`config.mk`:
```
export PLATFORM = sky130hd
export DESIGN_NAME = sharp_line_feeder
export DESIGN_NICKNAME = d
export VERILOG_FILES = /design/src/rtl/sharp_line_feeder.sv
export SDC_FILE = /design/constraint.sdc
export NUM_CORES = 1
export LEC_CHECK = 0
export CORE_MARGIN = 2
export CORE_UTILIZATION = 27
export DETAILED_ROUTE_END_ITERATION = 16
export PLACE_DENSITY_LB_ADDON = 0.05
export SLEW_MARGIN = 20
export SYNTH_ARGS = -nofsm -noshare
export SYNTH_HDL_FRONTEND = slang
export SYNTH_SLANG_ARGS = --single-unit
```
`constraint.sdc`:
```
create_clock -name clk_12mhz -period 3.83 [get_ports clk_12mhz]
set_input_delay 0.5745 -clock clk_12mhz [delete_from_list [all_inputs] [get_ports clk_12mhz]]
set_output_delay 0.5745 -clock clk_12mhz [all_outputs]
set_load 0.05 [all_outputs]
```
`src/rtl/sharp_line_feeder.sv`:
```
// Frame-buffer reader that assembles gate lines for the LS013B7DH01 SPI driver.
// Optional LINE_SKIP_EN adds a per-line dirty mask so clean lines are skipped without memory reads.
module sharp_line_feeder #(
  parameter int LINES      = 168,
  parameter int LINE_BYTES = 18,
  parameter int ADDR_W     = 12
) (
  input  logic                    clk_12mhz,
  input  logic                    rst_n,
  input  logic                    frame_start,
  output logic                    busy,
  output logic                    mem_rd,
  output logic [ADDR_W-1:0]       mem_addr,
  input  logic [7:0]              mem_rdata,
  output logic                    line_valid,
  input  logic                    line_ready,
  output logic [7:0]              line_addr,
  output logic [8*LINE_BYTES-1:0] line_data,
  output logic                    vcom,
  output logic                    frame_done
`ifdef LINE_SKIP_EN
  ,
  input  logic                    mark_dirty,
  input  logic [7:0]              mark_line
`endif
);

  localparam int                BI_W      = (LINE_BYTES > 1) ? $clog2(LINE_BYTES) : 1;
  localparam logic [ADDR_W-1:0] STRIDE    = ADDR_W'(LINE_BYTES);
  localparam logic [7:0]        LAST_LINE = 8'(LINES - 1);
  localparam logic [BI_W-1:0]   LAST_BYTE = BI_W'(LINE_BYTES - 1);

  typedef enum logic [2:0] {IDLE, FETCH, DRAIN, PRESENT, DONE} state_t;

  state_t            state;
  logic [7:0]        line_index;
  logic [ADDR_W-1:0] base;
  logic [ADDR_W-1:0] next_base;
  logic [BI_W-1:0]   byte_index;
  logic [BI_W-1:0]   cap_index;
  logic              cap_vld;
  logic              first_dirty;
  logic              next_dirty;

  assign next_base = base + STRIDE;

`ifdef LINE_SKIP_EN
  logic [LINES-1:0] dirty;
  logic             mark_ok;
  logic [7:0]       mark_idx;

  assign mark_ok     = mark_dirty && (mark_line != 8'd0) && (32'(mark_line) <= LINES);
  assign mark_idx    = mark_line - 8'd1;
  assign first_dirty = dirty[0];
  // Only consulted when line_index is not the last line, so the index stays in range.
  assign next_dirty  = dirty[line_index + 8'd1];

  always_ff @(posedge clk_12mhz or negedge rst_n) begin
    if (!rst_n) begin
      dirty <= '1;
    end else begin
      if (state == PRESENT && line_ready) dirty[line_index] <= 1'b0;
      // Later assignment wins: a mark on the transfer edge keeps the line dirty.
      if (mark_ok) dirty[mark_idx] <= 1'b1;
    end
  end
`else
  assign first_dirty = 1'b1;
  assign next_dirty  = 1'b1;
`endif

  always_ff @(posedge clk_12mhz or negedge rst_n) begin
    if (!rst_n) begin
      state      <= IDLE;
      busy       <= 1'b0;
      mem_rd     <= 1'b0;
      mem_addr   <= '0;
      line_valid <= 1'b0;
      line_addr  <= '0;
      line_data  <= '0;
      vcom       <= 1'b0;
      frame_done <= 1'b0;
      line_index <= '0;
      base       <= '0;
      byte_index <= '0;
      cap_index  <= '0;
      cap_vld    <= 1'b0;
    end else begin
      frame_done <= 1'b0;
      cap_vld    <= mem_rd;
      cap_index  <= byte_index;
      if (cap_vld) line_data[8*LINE_BYTES-1-8*int'(cap_index) -: 8] <= mem_rdata;

      case (state)
        IDLE: begin
          if (frame_start && !frame_done) begin
            state      <= FETCH;
            busy       <= 1'b1;
            line_index <= '0;
            base       <= '0;
            mem_addr   <= '0;
            byte_index <= '0;
            mem_rd     <= first_dirty;
          end
        end
        FETCH: begin
          if (!mem_rd) begin
            // Clean line: spend this cycle stepping to the next line.
            if (line_index == LAST_LINE) begin
              state <= DONE;
            end else begin
              line_index <= line_index + 8'd1;
              base       <= next_base;
              mem_addr   <= next_base;
              mem_rd     <= next_dirty;
            end
          end else if (byte_index == LAST_BYTE) begin
            mem_rd <= 1'b0;
            state  <= DRAIN;
          end else begin
            byte_index <= byte_index + BI_W'(1);
            mem_addr   <= mem_addr + ADDR_W'(1);
          end
        end
        DRAIN: begin
          state      <= PRESENT;
          line_valid <= 1'b1;
          line_addr  <= line_index + 8'd1;
        end
        PRESENT: begin
          if (line_ready) begin
            line_valid <= 1'b0;
            if (line_index == LAST_LINE) begin
              state <= DONE;
            end else begin
              state      <= FETCH;
              line_index <= line_index + 8'd1;
              base       <= next_base;
              mem_addr   <= next_base;
              byte_index <= '0;
              mem_rd     <= next_dirty;
            end
          end
        end
        DONE: begin
          state      <= IDLE;
          busy       <= 1'b0;
          frame_done <= 1'b1;
          vcom       <= ~vcom;
        end
        default: state <= IDLE;
      endcase
    end
  end

endmodule

```
# Yosys cells after proc, flatten, opt, wreduce, memory -nomap -nowiden

Index checks and enable logic that the tools add are counted.

Word-level logic and storage cells: 91
Bits of input ports: 12
Flip-flop bits (word level): 203
Output and inout bits: 169

Reduce and logical (&&, ||, !) cells: 13
Muxes and demuxes: 40
Shift operators: 2
Bitwise operators: 1
Eq/ne operators: 15
$add $sub $neg: 6

Operator list:

| cell                     | count |
|---|---|
| $shift 8x33->151 const A | 1 |
| $shiftx 8x33->151        | 1 |
| $bwmux 144               | 1 |
| $mux 12                  | 8 |
| $pmux 12 s3              | 2 |
| $neg 9->33               | 1 |
| $mux 8                   | 4 |
| $mux 5                   | 5 |
| $pmux 8 s3               | 1 |
| $mux 3                   | 6 |
| $reduce_and 4->1         | 4 |
| $pmux 5 s3               | 1 |
| $add 12x1->12 const B    | 1 |
| $add 12x5->12 const B    | 1 |
| $ne 2x2->1 const B       | 6 |
| $pmux 3 s4               | 1 |
| $ne 3x3->1 const B       | 3 |
| $sub 8x8->9 const A      | 1 |
| $add 8x1->8 const B      | 1 |
| $eq 8x8->1 const B       | 1 |
| $mux 1                   | 8 |
| $eq 3x2->1 const B       | 2 |
| $reduce_and 6->1         | 1 |
| $add 5x1->5 const B      | 1 |
| 12 further kinds         | 15 |

# Logic depth before layout (Yosys ltp)

Depth after elaboration: 4
Mapped depth: 9
Depth with buffers taken out: 6

# Worst setup path after synthesis

OpenSTA, ideal clock, no wires.

Path type: flip-flop to flip-flop
Start: reg cap_index[1]
End: reg line_data[80]
Data arrival time: 2494 ps
Path slack: 1211 ps
Required time: 3705 ps
Library setup time: 125 ps
Period minus slack after synthesis: 2619 ps
Cell stages (with the launch flop): 9
Path buffers: 2
Cell sequence: dfrtp_1 > clkbuf_1 > inv_1 > ha_1 > nor2b_2 > or4_1 > buf_2 > nor3b_4 > mux2_2

Longest elaborated chain between the ends: 4
Elaborated cells between the ends (all ways): 5
Classes of those cells: add/sub (2); shift (2); mux (1)

Ends and longest elaborated chain:

| element                                               | RTL line | text |
|---|---|---|
| from (decl)                                           | 40       | `logic [BI_W-1:0] cap_index;` |
| from (signal assigned)                                | 91       | `cap_index <= byte_index;` |
| $sub 8x8->9 *                                         | 92       | `if (cap_vld) line_data[8*LINE_BYTES-1-8*int'(cap_index) -: 8] <= mem_rdata;` |
| $neg 9->33 *                                          | 92       |  |
| $shiftx 8x33->151 or $shift 8x33->151 (tied branches) | 92       |  |
| $bwmux 144 *                                          | 92       |  |
| to (signal, indexed assignment)                       | 92       |  |
| to (decl)                                             | 18       | `output logic [8*LINE_BYTES-1:0] line_data,` |

Every way passes the cells marked *; elsewhere a longest branch is shown, timed or not.
A chain may end at the register's enable or synchronous reset.

# Final worst setup path

Start: reg cap_index[1]
End: reg line_data[10]

Same word-level chain as after synthesis.

==> metrics <==
Peak Freq 0.3493 GHz; post-synth top area cell dfrtp_1; Post-Syn Nets 728; Post-Syn Area 8977 sq um; Top FF cell, synth dfrtp_1; I/O Buffers 180; WL/cell 19.64 microns; CTS tree built; via count 6547; DP HPWL 18470 microns; Critical Path RT 4230 ps; top cell type's share of synthesized area 56.31%; uppermost layer routed met4; M1 WL 11740 microns; Post-DRT Antenna Nets 0; Final Skew 9.341 ps; Ant. Diodes 0; Arrival @ worst endpoint 3260 ps; Slew Viols, Final 0; post-synthesis area per instance 12.64 sq um; Area Growth Syn to Fin 35.48%; Worst Tran Pin Value 1042 ps; Final Hold Fails 0; buffer type at the clock tree root clkbuf_16; crit path launch type flop; R2R cell count 6; violation count after the first detailed-route iteration 264; Starting Density 27.52%; Overflow after GRT 0; Reg-to-Reg Start cap_index[1]; WP buf/inv 1; Max Cap Viol 0; Crit. End Element flop; GPL Wtd Cong 0.7730; Crit path largest cell delay 550 ps; final setup fails 0; CP cell instances inv_1, ha_1, nor3_1, a21boi_0, and3b_1, mux2_2; pin count of the biggest net entering global routing 94; CP Max Fanout 14; Worst slew margin 30.31%; H-tree depth 1; GRT Util Overall 15.17%; Post-CTS Setup Bufs 0; Largest delay share family, worst path simple AND/OR/NAND/NOR gates; DR WL met3 1231 microns; I/O pin total 181; Die X-Extent 186.3 microns; via/cell ratio 4.846; fraction of layout cells with a size suffix above 1 22.66%; period utilization 74.75%; final net count 907; WL final 26540 microns; worst min path class in -> async; Worst-path clk slew 60 ps; vias in the first global route 6791; clk buf depth 3; first-pass GRT wire length 41720 microns; Sink Count 202; synth top area cells dfrtp_1 (56%), mux2_2 (16%), a31oi_1 (1.5%), a21oi_1 (1.4%), mux2_4 (1.3%); Total Neg Setup Slack 0 ps; full die area 34720 sq um; DRC Markers 0; post_cts resized 0; Worst-Skew Late Latency 520 ps; Crit Path Category reg -> reg; Post-CTS Hold Buffers 0; Async SR Flop Fraction 100.0%; CORE AREA 32620 sq um; initial antenna violation count 0; std cell rows 66; number of synthesized register bits 202; Reg2Reg Setup Slack 970 ps; DR pass1 iterations 4; slowest library cell on the worst path dfrtp_1; post-synth cell types 70; synthesized netlist cell count 710; outcome complete, no violations; Seq/Total Area, Yosys 56.31%; CTS buffer count 26; Final min period 2863 ps; EDFF count, synth 0; Die H 186.3 microns; RSZ-0062 raised after global routing no; warnings from Yosys 0; Met2 Wirelength 13060 microns; r2r endpoint line_data[10]
cells in the mapped netlist (all sizes together) (7+ instances only):
master / number
nor2b: 12
o21ai: 17
nor2: 26
clkbuf: 27
xnor2: 12
mux2: 138
dfrtp: 202
a31oi: 22
nor3: 19
buf: 12
nand2: 26
o21a: 7
o211ai: 7
nand3: 18
mux2i: 11
o31ai: 9
a21oi: 27
inv: 22
final cells by class:
type	count	area, sq um
fill	3220	20460
sequential	202	5055
multi-input combinational	447	3682
timing repair buffer	190	1893
clock buffer	40	774.5
tap	442	553.0
clock inverter	8	122.6
inverter	22	82.58
kinds of logic after synthesis:
family          share of synthesized area [%]
compound gates                          9.268
xor+xnor                                1.561
fa+ha+maj                              0.8362
buf+inv                                 2.746
flops                                   56.31
mux                                     18.87
simple gates                            10.41
worst max-delay path by stage:
stage,from,to,slack [ps],cells after the start
global route,cap_index[1],line_data[13],720,6
finish,cap_index[1],line_data[10],970,6
CTS,cap_index[1],line_data[130],970,5
detailed placement,cap_index[1],line_data[134],990,5
global placement,cap_index[1],line_data[29],1030,6
floorplan,cap_index[1],line_data[80],1210,8
registers in the layout, summed over array words and instances (netlist names):
| register | count |
|---|---|
| vcom | 1 |
| line_data | 144 |
| base | 11 |
| cap_index | 5 |
| busy | 1 |
| line_addr | 8 |
| mem_addr | 12 |
| byte_index | 5 |
| cap_vld | 1 |
| state | 3 |
| line_index | 8 |
| frame_done | 1 |
| mem_rd | 1 |
| line_valid | 1 |
metal layers:
| metal | track usage, % | vias to the layer above |
|---|---|---|
| met1 | 19.65 | 3368 |
| li1 | - | 2966 |
| met3 | 2.896 | 38 |
| met2 | 26.16 | 175 |
| met4 | 3.569 | 0 |
| met5 | 0 | - |
layout by cell type (no fill, tap or decap), types with 15 or more instances in the layout:
master / count
clkdlybuf4s50_1: 179
a31oi_1: 21
o21ai_0: 15
dfrtp_1: 202
mux2_2: 130
nand3_1: 18
nor3_1: 18
nor2_1: 25
nand2_1: 26
inv_1: 22
a21oi_1: 26
clkbuf_16: 27
stage by stage:
step / cells / area, sq um / util, % / hold slack [ps] / setup WS (ps)
2_1_floorplan: 710 / 8977 / - / 278.9 / 1211
3_3_place_gp: 1303 / 11260 / 34.52 / 442.4 / 1028
3_5_place_dp: 1303 / 11260 / 34.52 / 433.0 / 991.8
4_1_cts: 1351 / 12160 / 37.27 / 162.0 / 966.3
5_1_grt: 1351 / 12160 / 37.29 / 150.6 / 720.1
6_report: 1351 / 12160 / 37.29 / 94.12 / 967.0
Power is not shown: default switching activity piles up to over one toggle a cycle in this logic, so the estimate is an artifact.
